**config.mk**
```make
export PLATFORM = sky130hd
export DESIGN_NAME = cc_cfg_regs
export DESIGN_NICKNAME = d
export VERILOG_FILES = /design/src/rtl/cc_cfg_pkg.sv /design/src/rtl/cc_sat_cnt.sv /design/src/rtl/cc_cfg_regs.sv
export SDC_FILE = /design/constraint.sdc
export NUM_CORES = 1
export LEC_CHECK = 0
export CORE_MARGIN = 2
export CORE_UTILIZATION = 43
export DETAILED_ROUTE_END_ITERATION = 6
export GPL_TIMING_DRIVEN = 1
export PLACE_DENSITY = 0.81
export SLEW_MARGIN = 10
export SYNTH_ARGS = -nofsm -noshare
export SYNTH_HDL_FRONTEND = slang
export SYNTH_HIERARCHICAL = 1
export SYNTH_SLANG_ARGS = --single-unit
```
**constraint.sdc**
```tcl
create_clock -name clk -period 15 [get_ports clk]
set_input_delay 2.25 -clock clk [delete_from_list [all_inputs] [get_ports clk]]
set_output_delay 2.25 -clock clk [all_outputs]
set_load 0.01 [all_outputs]
```
**src/rtl/cc_cfg_pkg.sv**
```systemverilog
// cc_cfg_pkg: register map offsets, APB FSM states and IRQ width for cc_cfg_regs
package cc_cfg_pkg;
    localparam logic [11:0] ADDR_VERSION   = 12'h000;
    localparam logic [11:0] ADDR_CTRL      = 12'h004;
    localparam logic [11:0] ADDR_STATUS    = 12'h008;
    localparam logic [11:0] ADDR_IRQ_STAT  = 12'h00C;
    localparam logic [11:0] ADDR_IRQ_EN    = 12'h010;
    localparam logic [11:0] ADDR_HIT_CNT   = 12'h014;
    localparam logic [11:0] ADDR_MISS_CNT  = 12'h018;
    localparam logic [11:0] ADDR_USER_BASE = 12'h100;
    localparam int IRQ_W = 8;
    typedef enum logic {S_IDLE, S_ACCESS} apb_state_t;
endpackage

```
**src/rtl/cc_sat_cnt.sv**
```systemverilog
// cc_sat_cnt: 32-bit saturating event counter with synchronous clear (clear wins)
module cc_sat_cnt (
    input  logic        clk,
    input  logic        rst,
    input  logic        inc_i,
    input  logic        clr_i,
    output logic [31:0] count_o
);
    logic [31:0] r_count;
    // count up on inc, hold at all-ones, clear overrides everything
    always_ff @(posedge clk) begin
        if (rst || clr_i) r_count <= '0;
        else if (inc_i && r_count != 32'hFFFF_FFFF) r_count <= r_count + 32'd1;
    end
    assign count_o = r_count;
endmodule

```
**src/rtl/cc_cfg_regs.sv**
```systemverilog
// cc_cfg_regs: APB config register block; perf counters enabled by CC_CFG_PERF_CNT_EN
module cc_cfg_regs
    import cc_cfg_pkg::*;
#(
    parameter int          NUM_USER    = 4,
    parameter int          WAIT_CYCLES = 0,
    parameter logic [31:0] VERSION     = 32'h0003_2025
) (
    input  logic                  clk,
    input  logic                  rst,
    input  logic                  psel_i,
    input  logic                  penable_i,
    input  logic                  pwrite_i,
    input  logic [11:0]           paddr_i,
    input  logic [31:0]           pwdata_i,
    output logic                  pready_o,
    output logic                  pslverr_o,
    output logic [31:0]           prdata_o,
    output logic [31:0]           ctrl_o,
    output logic [32*NUM_USER-1:0] user_o,
    input  logic [31:0]           status_i,
    input  logic [IRQ_W-1:0]      event_i,
    output logic                  irq_o,
    input  logic                  hit_i,
    input  logic                  miss_i
);
    apb_state_t       r_state, w_next;
    logic [3:0]       r_wait;
    logic [11:0]      r_addr;
    logic             r_write;
    logic [31:0]      r_wdata, r_status, r_ctrl;
    logic [31:0]      r_user [NUM_USER];
    logic [IRQ_W-1:0] r_irq_stat, r_irq_en, w_w1c;
    logic             r_irq;
    logic             w_setup, w_ready, w_err, w_commit, w_user_hit;
    logic [4:0]       w_idx;
    logic [31:0]      w_rdata;
`ifdef CC_CFG_PERF_CNT_EN
    logic [31:0]      w_hit_cnt, w_miss_cnt;
`endif

    assign w_setup    = psel_i & ~penable_i;
    assign w_ready    = ~rst & (r_state == S_ACCESS) & (r_wait == 4'd0);
    assign w_idx      = r_addr[6:2];
    assign w_user_hit = r_addr[11:7] == ADDR_USER_BASE[11:7];

    // APB state register
    always_ff @(posedge clk) begin
        if (rst) r_state <= S_IDLE;
        else r_state <= w_next;
    end

    // next state: leave IDLE on setup, return after ready or on psel drop (abort)
    always_comb begin
        w_next = (r_state == S_IDLE) ? (w_setup ? S_ACCESS : S_IDLE)
                                     : ((!psel_i || w_ready) ? S_IDLE : S_ACCESS);
    end

    // capture the setup phase and run the access-phase wait counter
    always_ff @(posedge clk) begin
        if (r_state == S_IDLE && w_setup) begin
            r_addr   <= paddr_i;
            r_write  <= pwrite_i;
            r_wdata  <= pwdata_i;
            r_status <= status_i;
            r_wait   <= 4'(WAIT_CYCLES);
        end else if (r_state == S_ACCESS && r_wait != 4'd0) begin
            r_wait <= r_wait - 4'd1;
        end
    end

    // decode the captured address into read data and an error flag
    always_comb begin
        w_rdata = '0;
        w_err   = 1'b0;
        if (r_addr[1:0] != 2'b00) begin
            w_err = 1'b1;
        end else if (w_user_hit) begin
            w_err = int'(w_idx) >= NUM_USER;
            for (int k = 0; k < NUM_USER; k++) if (w_idx == 5'(k)) w_rdata = r_user[k];
        end else begin
            case (r_addr)
                ADDR_VERSION:  begin w_rdata = VERSION;  w_err = r_write; end
                ADDR_CTRL:     w_rdata = r_ctrl;
                ADDR_STATUS:   begin w_rdata = r_status; w_err = r_write; end
                ADDR_IRQ_STAT: w_rdata = 32'(r_irq_stat);
                ADDR_IRQ_EN:   w_rdata = 32'(r_irq_en);
`ifdef CC_CFG_PERF_CNT_EN
                ADDR_HIT_CNT:  w_rdata = w_hit_cnt;
                ADDR_MISS_CNT: w_rdata = w_miss_cnt;
`endif
                default:       w_err = 1'b1;
            endcase
        end
    end

    assign w_commit  = w_ready & penable_i & psel_i & r_write & ~w_err;
    assign w_w1c     = (w_commit && r_addr == ADDR_IRQ_STAT) ? r_wdata[IRQ_W-1:0] : '0;
    assign pready_o  = w_ready;
    assign pslverr_o = w_ready & w_err;
    assign prdata_o  = (w_ready & ~w_err) ? w_rdata : '0;
    assign ctrl_o    = r_ctrl;
    assign irq_o     = r_irq;

    // register file updates; an event in the same cycle as a W1C keeps the bit set
    always_ff @(posedge clk) begin
        if (rst) begin
            r_ctrl     <= '0;
            r_irq_stat <= '0;
            r_irq_en   <= '0;
            r_irq      <= 1'b0;
            for (int k = 0; k < NUM_USER; k++) r_user[k] <= '0;
        end else begin
            r_irq_stat <= (r_irq_stat & ~w_w1c) | event_i;
            r_irq      <= |(r_irq_stat & r_irq_en);
            if (w_commit && r_addr == ADDR_CTRL) r_ctrl <= r_wdata;
            if (w_commit && r_addr == ADDR_IRQ_EN) r_irq_en <= r_wdata[IRQ_W-1:0];
            for (int k = 0; k < NUM_USER; k++)
                if (w_commit && w_user_hit && w_idx == 5'(k)) r_user[k] <= r_wdata;
        end
    end

    for (genvar g = 0; g < NUM_USER; g++) begin : g_user
        assign user_o[32*g +: 32] = r_user[g];
    end

`ifdef CC_CFG_PERF_CNT_EN
    cc_sat_cnt u_hit_cnt (
        .clk     (clk),
        .rst     (rst),
        .inc_i   (hit_i),
        .clr_i   (w_commit && r_addr == ADDR_HIT_CNT),
        .count_o (w_hit_cnt)
    );
    cc_sat_cnt u_miss_cnt (
        .clk     (clk),
        .rst     (rst),
        .inc_i   (miss_i),
        .clr_i   (w_commit && r_addr == ADDR_MISS_CNT),
        .count_o (w_miss_cnt)
    );
`else
    logic w_unused_perf;
    assign w_unused_perf = hit_i ^ miss_i;
`endif
endmodule
```
==> results of run 1 <==
[sequential cells by signal (all words and copies together), names as in the netlist]
| signal | cells |
|---|---|
| r_user | 128 |
| ctrl_o | 32 |
| r_status | 32 |
| r_wdata | 32 |
| r_addr | 12 |
| r_irq_en | 8 |
| r_irq_stat | 8 |
| r_wait | 4 |
| irq_o | 1 |
| r_state | 1 |
| r_write | 1 |
[worst max path at each step]
| stage | to | depth (start not counted) |
|---|---|---|
| 2_1_floorplan | r_addr[0] | 1 |
| 3_3_place_gp | prdata_o[9] | 7 |
| 3_5_place_dp | prdata_o[9] | 7 |
| 4_1_cts | prdata_o[9] | 7 |
| 5_1_grt | prdata_o[9] | 7 |
| 6_report | prdata_o[9] | 7 |
[kinds of logic after synthesis]
logic type,count (synthesis)
fa+ha+maj,2
buf+inv,79
flops,259
simple gates,274
compound gates,206
xor+xnor,2
mux,41
[tightest hold or removal path, stage by stage (launching register included)]
cell and delay, ns:
dfxtp_1 0.32, o21ai_0 0.07, a21oi_1 0.06
[per-layer routing]
metal | wire length [µm] | up-vias
li1 | - | 3776
met1 | 14500 | 4279
met2 | 18000 | 528
met3 | 3730 | 78
met4 | 944 | 0
met5 | 0 | -
[area by class of cell]
cell class                      count  area [µm²]  share of cell area
Timing Repair Buffer              299        2950               0.192
Clock buffer                       34         691              0.0450
Multi-Input combinational cell    525        3870               0.252
Clock inverter                     14         126             0.00824
Sequential cell                   259        7240               0.472
Inverter                           14        52.6             0.00343
Tap cell                          335         419              0.0273
[placed cells by master, fill, tap and decap left out, types with 3 or more instances in the layout]
cell / instances
clkdlybuf4s50_1: 282
edfxtp_1: 205
and2_1: 99
dfxtp_1: 54
a21oi_1: 53
o21ai_0: 50
nand3_1: 46
and2_2: 31
clkbuf_16: 26
a22o_1: 24
mux2_2: 22
nand2_1: 19
mux4_2: 16
o22a_1: 16
o211ai_1: 16
buf_4: 16
inv_1: 14
nor2_1: 14
and3_1: 13
a311oi_1: 13
a22oi_1: 12
a21oi_2: 12
nor2_2: 9
clkinv_1: 7
clkbuf_1: 7
or2_2: 5
nor4_4: 3
nand2b_1: 3
a32oi_1: 3
mux2i_1: 3
a211o_1: 3
nand4_1: 3
clkinv_2: 3
[power by group]
group	internal (µW)	leakage [µW]	switching, µW
Sequential	804	0.00248	20.8
Combinational	68.8	0.00240	67.9
Clock	359	0.000398	273
[per-stage QoR]
step,hold slack (ns),std cells,worst slack (ns),utilization,power [µW]
finish,0.496,1480,7.89,0.589,1590
global route,0.512,1480,7.73,0.589,1640
CTS,0.490,1480,7.92,0.589,1600
detailed placement,0.481,1432,7.94,0.557,976
global placement,0.474,1432,7.92,0.557,970
floorplan,0.462,863,6.28,-,900
==> metrics.md, run 1 <==
| Metric | Value |
|---|---|
| FMAX | approximately 140 MHz |
| Top cells by area, synth | edfxtp_1, dfxtp_1, and2_1, mux4_2, a21oi_1 |
| Slowest stage delay, CP | 0.59 ns |
| Top-count cell post-synth | edfxtp_1 |
| Die X | between 150 and 200 µm |
| Area delta synth->final | 34.2% |
| Initial Util | 0.439 |
| Actual slew at the worst max-slew pin | around 1.1 ns |
| Global-route track usage on met3 | 0.0632 |
| Max clock buf depth | 3 |
| Pin count of the biggest net entering global routing | 57 |
| CP Max Fanout | 55 |
| Synth Area in XOR/XNOR | 0.00153 |
| Vias in the first global route | between 8000 and 9000 |
| Primary FF master, synth | edfxtp_1 |
| Final #Nets | 1218 |
| Routed len/inst | between 20 and 30 µm |
| Avg Cell Area, Syn | between 10 and 15 µm² |
| Die height | 167 µm |
| Cell depth of the worst flop-to-flop path | 4 |
| Req. time, crit path | 12.75 ns |
| Post-Syn Instances | approximately 860 |
| Post-synth EDFFs | 205 |
| Leading area contributor after synthesis | edfxtp_1 |
| Cell row count | slightly below 60 |
| Setup repair bufs after CTS | 0 |
| RSZ-0062 raised after global routing | false |
| Area share of the largest cell type after synthesis | 0.538 |
| Minimum clock period | between 7 and 8 ns |
| Outcome | complete, no violations |
| Post-CTS Resized | 0 |
| H-tree depth | 1 |
| Post-synthesis mux area share | 0.0558 |
| Latest clock arrival within the worst-skew pair | 0.54 ns |
| Sequential area share after synthesis | 0.633 |
| Cell area after synthesis | around 11000 µm² |
| Setup_tns | 0 ns |
| Non-Filler Cell Area, Final | 15300 µm² |
| Sequence of cells on the critical path | buf_2 -> buf_4 -> and2b_2 -> and2_0 -> o2111ai_4 -> a21oi_1 -> clkdlybuf4s50_1 |
| Placed cell area | approximately 15000 µm² |
| ANT cells | 0 |
| Worst hold-check path type | flop to flop |
| Reg2Reg Launch Point | r_addr[2] |
| CP bufs+invs | 3 |
| Filler cells | just over 2000 |
| Gpl congestion | 0.835 |
| Final setup vio count | 0 |
| Post-route clock skew | 0.0145 ns |
| Synth Area in Adders | 0.00219 |
| Vias | 8661 |
| Endpoint class of the critical path | output pin |
| Vias/cell | roughly 5.9 |
| Initial DRC Count | ~800 |
| CTS tree | done |
| Detailed Route WL | around 37000 µm |
| Initial DRT Pass Iterations | 5 |
| Hold Crit Start | ctrl_o[17] |
| R2R Setup Slk | about 11 ns |
| Core area | 26100 µm² |
| CP top delay family | buffers and inverters |
| Final Cycle Share | 0.474 |
| RR Endpoint | r_user[3][23] |
| Routed Antenna Nets | 0 |
| Setup Crit Path Kind | primary input to output pin |
| # clock sinks | 259 |
| Worst vdd ir | between 0.08 and 0.09 mV |
| Static leakage | approximately 0.0053 µW |
| Net count after synthesis | 956 |
| Total gr overflow | 0 |
| Worst setup startpoint | rst |
| Arrival time at the worst endpoint | 4.86 ns |
| Synth Area in Simple Gates | 0.152 |
| Clock root cell | clkbuf_16 |
| CTS buffer count | 26 |
| Grt met2 use | 0.436 |
| Distinct cells, synth | 59 |
| DRC viols | 0 |
| Slew HR | 0.241 |
| Critical Path Slowest Stage Cell | clkdlybuf4s50_1 |
| Hold path endpoint | ctrl_o[17] |
| Met1 Track Usage GR | 0.336 |
| Port Buffer Count | roughly 280 |
| Die area | approximately 28000 µm² |
| IO Pins | around 290 |
| Crit path launch type | primary input |
| Antenna violations before repair | 0 |
| Min-Delay Path Depth | 2 |
| Warning count from the yosys run | 6 |
| Largest family of logic cells by synthesized area | simple AND/OR/NAND/NOR gates |
| Async SR Flop Fraction | 0 |
| Final hold vios | 0 |
| First-pass GRT wire length | between 50000 and 60000 µm |
| Number of synthesized register bits | between 200 and 300 |
| P per Cell Area | roughly 100 nW/µm² |
| Hold buffers post-CTS | 0 |
| All-Layer GR Usage | 0.261 |
| Layout cell share with drive strength beyond 1 | 0.149 |
| Most crowded layer after global routing | met2 |
| Commonest cells in the netlist | edfxtp_1, and2_1, dfxtp_1 |
| Max Cap Viol | 0 |
| Hpwl dp | around 23000 µm |
| Max Slew Vio Count | 0 |
| Synth Area in Compound Gates | 0.123 |
| Clock transition at the registers of the reported paths | around 0.06 ns |
(Power assumes the default switching activity.)
==> run 2, diff against run 1 <==
Settings changed: PLACE_DENSITY 0.81 to 0.84.
Clock period 15 ns to 6.5 ns, I/O delays scaled along.
==> metrics.md, run 2 (synthesis results as in run 1) <==
| Metric | Value |
|---|---|
| Port Buffer Count | ~280 |
| IO Pins | around 290 |
| Setup repair bufs after CTS | 0 |
| Die area | between 20000 and 30000 µm² |
| Worst hold-check path type | flop to flop |
| Clock root cell | clkbuf_16 |
| Static leakage | around 0.0053 µW |
| Initial DRT Pass Iterations | 5 |
| Hold buffers post-CTS | 0 |
| Gpl congestion | around 0.83 |
| CP Max Fanout | 14 |
| Reg area | around 7200 µm² |
| Vias | 8759 |
| Crit path launch type | flop |
| Total Power | approximately 3700 µW |
| Routed Antenna Nets | 0 |
| First-pass GRT wire length | 54300 µm |
| Worst Hold Slack | 0.485 ns |
| Worst vdd ir | roughly 0.22 mV |
| Pin count of the biggest net entering global routing | 55 |
| Endpoint class of the critical path | output pin |
| Setup Crit Path Kind | flop to output pin |
| P per Cell Area | roughly 240 nW/µm² |
| Actual slew at the worst max-slew pin | between 1 and 1.5 ns |
| Initial DRC Count | between 900 and 1000 |
| Cell row count | just under 60 |
| Post-route clock skew | between 0.01 and 0.015 ns |
| # clock sinks | between 200 and 300 |
| RSZ-0062 raised after global routing | false |
| Final hold vios | 0 |
| Final #Nets | between 1000 and 1500 |
| Post-CTS Resized | 0 |
| Core area | between 20000 and 30000 µm² |
| Final setup vio count | 0 |
| CTS tree | done |
| Latest clock arrival within the worst-skew pair | ~0.55 ns |
| Non-Filler Cell Area, Final | 15400 µm² |
| Arrival time at the worst endpoint | between 3 and 4 ns |
| FMAX | roughly 210 MHz |
| Final Cycle Share | 0.742 |
| Die height | 167 µm |
| Max Cap Viol | 0 |
| Hpwl dp | roughly 23000 µm |
| Vias/cell | 5.91 |
| Commonest cells after routing, fill and taps aside | clkdlybuf4s50_1, edfxtp_1, and2_1 |
| Max reg flops | between 100 and 150 |
| Max Slew Vio Count | 0 |
| Req. time, crit path | around 5.5 ns |
| Die X | 167 µm |
| Layout cell share with drive strength beyond 1 | 0.158 |
| Area delta synth->final | 34.6% |
| Placed cell area | 14500 µm² |
| Slew HR | 0.229 |
| CTS buffer count | 27 |
| Initial Util | 0.439 |
| Outcome | complete, no violations |
| Multi-input logic area | 3880 µm² |
| Setup_tns | 0 ns |
| Clock transition at the registers of the reported paths | 0.06 ns |
| Reg with most FFs | r_user |
| H-tree depth | 1 |
| Antenna violations before repair | 0 |
| All-Layer GR Usage | 0.259 |
| Most common cell after layout, fill and taps aside | clkdlybuf4s50_1 |
| Min-Delay Path Depth | 2 |
| Filler cells | between 2000 and 2500 |
| Vias in the first global route | between 8000 and 9000 |
| Cell depth of the worst flop-to-flop path | 4 |
| Max clock buf depth | 3 |
| Routed len/inst | approximately 25 µm |
| DRC viols | 0 |
| Detailed Route WL | around 37000 µm |
| Minimum clock period | ~4.8 ns |
| Total gr overflow | 0 |
| ANT cells | 0 |
run 2: power by group:
group | switching (µW) | internal, µW
combinational | 156 | 159
sequential | 49.3 | 1860
clock | 655 | 820
run 2: critical path: stages (launching register included):
cell	delay, ns
edfxtp_1	0.44
nor4_1	0.74
and3_1	1.00
nand3_1	0.14
a311oi_1	0.38
clkdlybuf4s50_1	0.60
run 2: stage by stage:
| stage | instances | util | worst slack [ns] |
|---|---|---|---|
| final | 1482 | 0.591 | 1.67 |
| after global routing | 1482 | 0.591 | 1.52 |
| after CTS | 1482 | 0.590 | 1.50 |
| after detailed placement | 1432 | 0.558 | 2.09 |
| after global placement | 1432 | 0.558 | 2.23 |
| after floorplan | 863 | - | 1.91 |
run 2: area by class of cell:
cell class / instances / area share
tap: 335 / 0.0272
sequential: 259 / 0.470
clock inverter: 21 / 0.0105
inverter: 14 / 0.00341
clock buffer: 29 / 0.0450
timing repair buffer: 299 / 0.192
multi-input combinational: 525 / 0.252
run 2: final timing paths:
kind / startpoint / endpoint / slack [ns]
setup / recovery: r_addr[9] / prdata_o[3] / 1.67
hold / removal: ctrl_o[16] / ctrl_o[16] / 0.49
setup reg to reg: r_addr[4] / r_user[3][18] / 3.13
hold reg to reg: ctrl_o[16] / ctrl_o[16] / 0.49
run 2: layer usage:
metal / vias to the layer above / track usage / part of all wire
li1: 3772 / - / -
met1: 4319 / 0.323 / 0.37
met2: 586 / 0.439 / 0.49
met3: 82 / 0.0673 / 0.11
met4: 0 / 0.0855 / 0.028
met5: - / 0 / 0
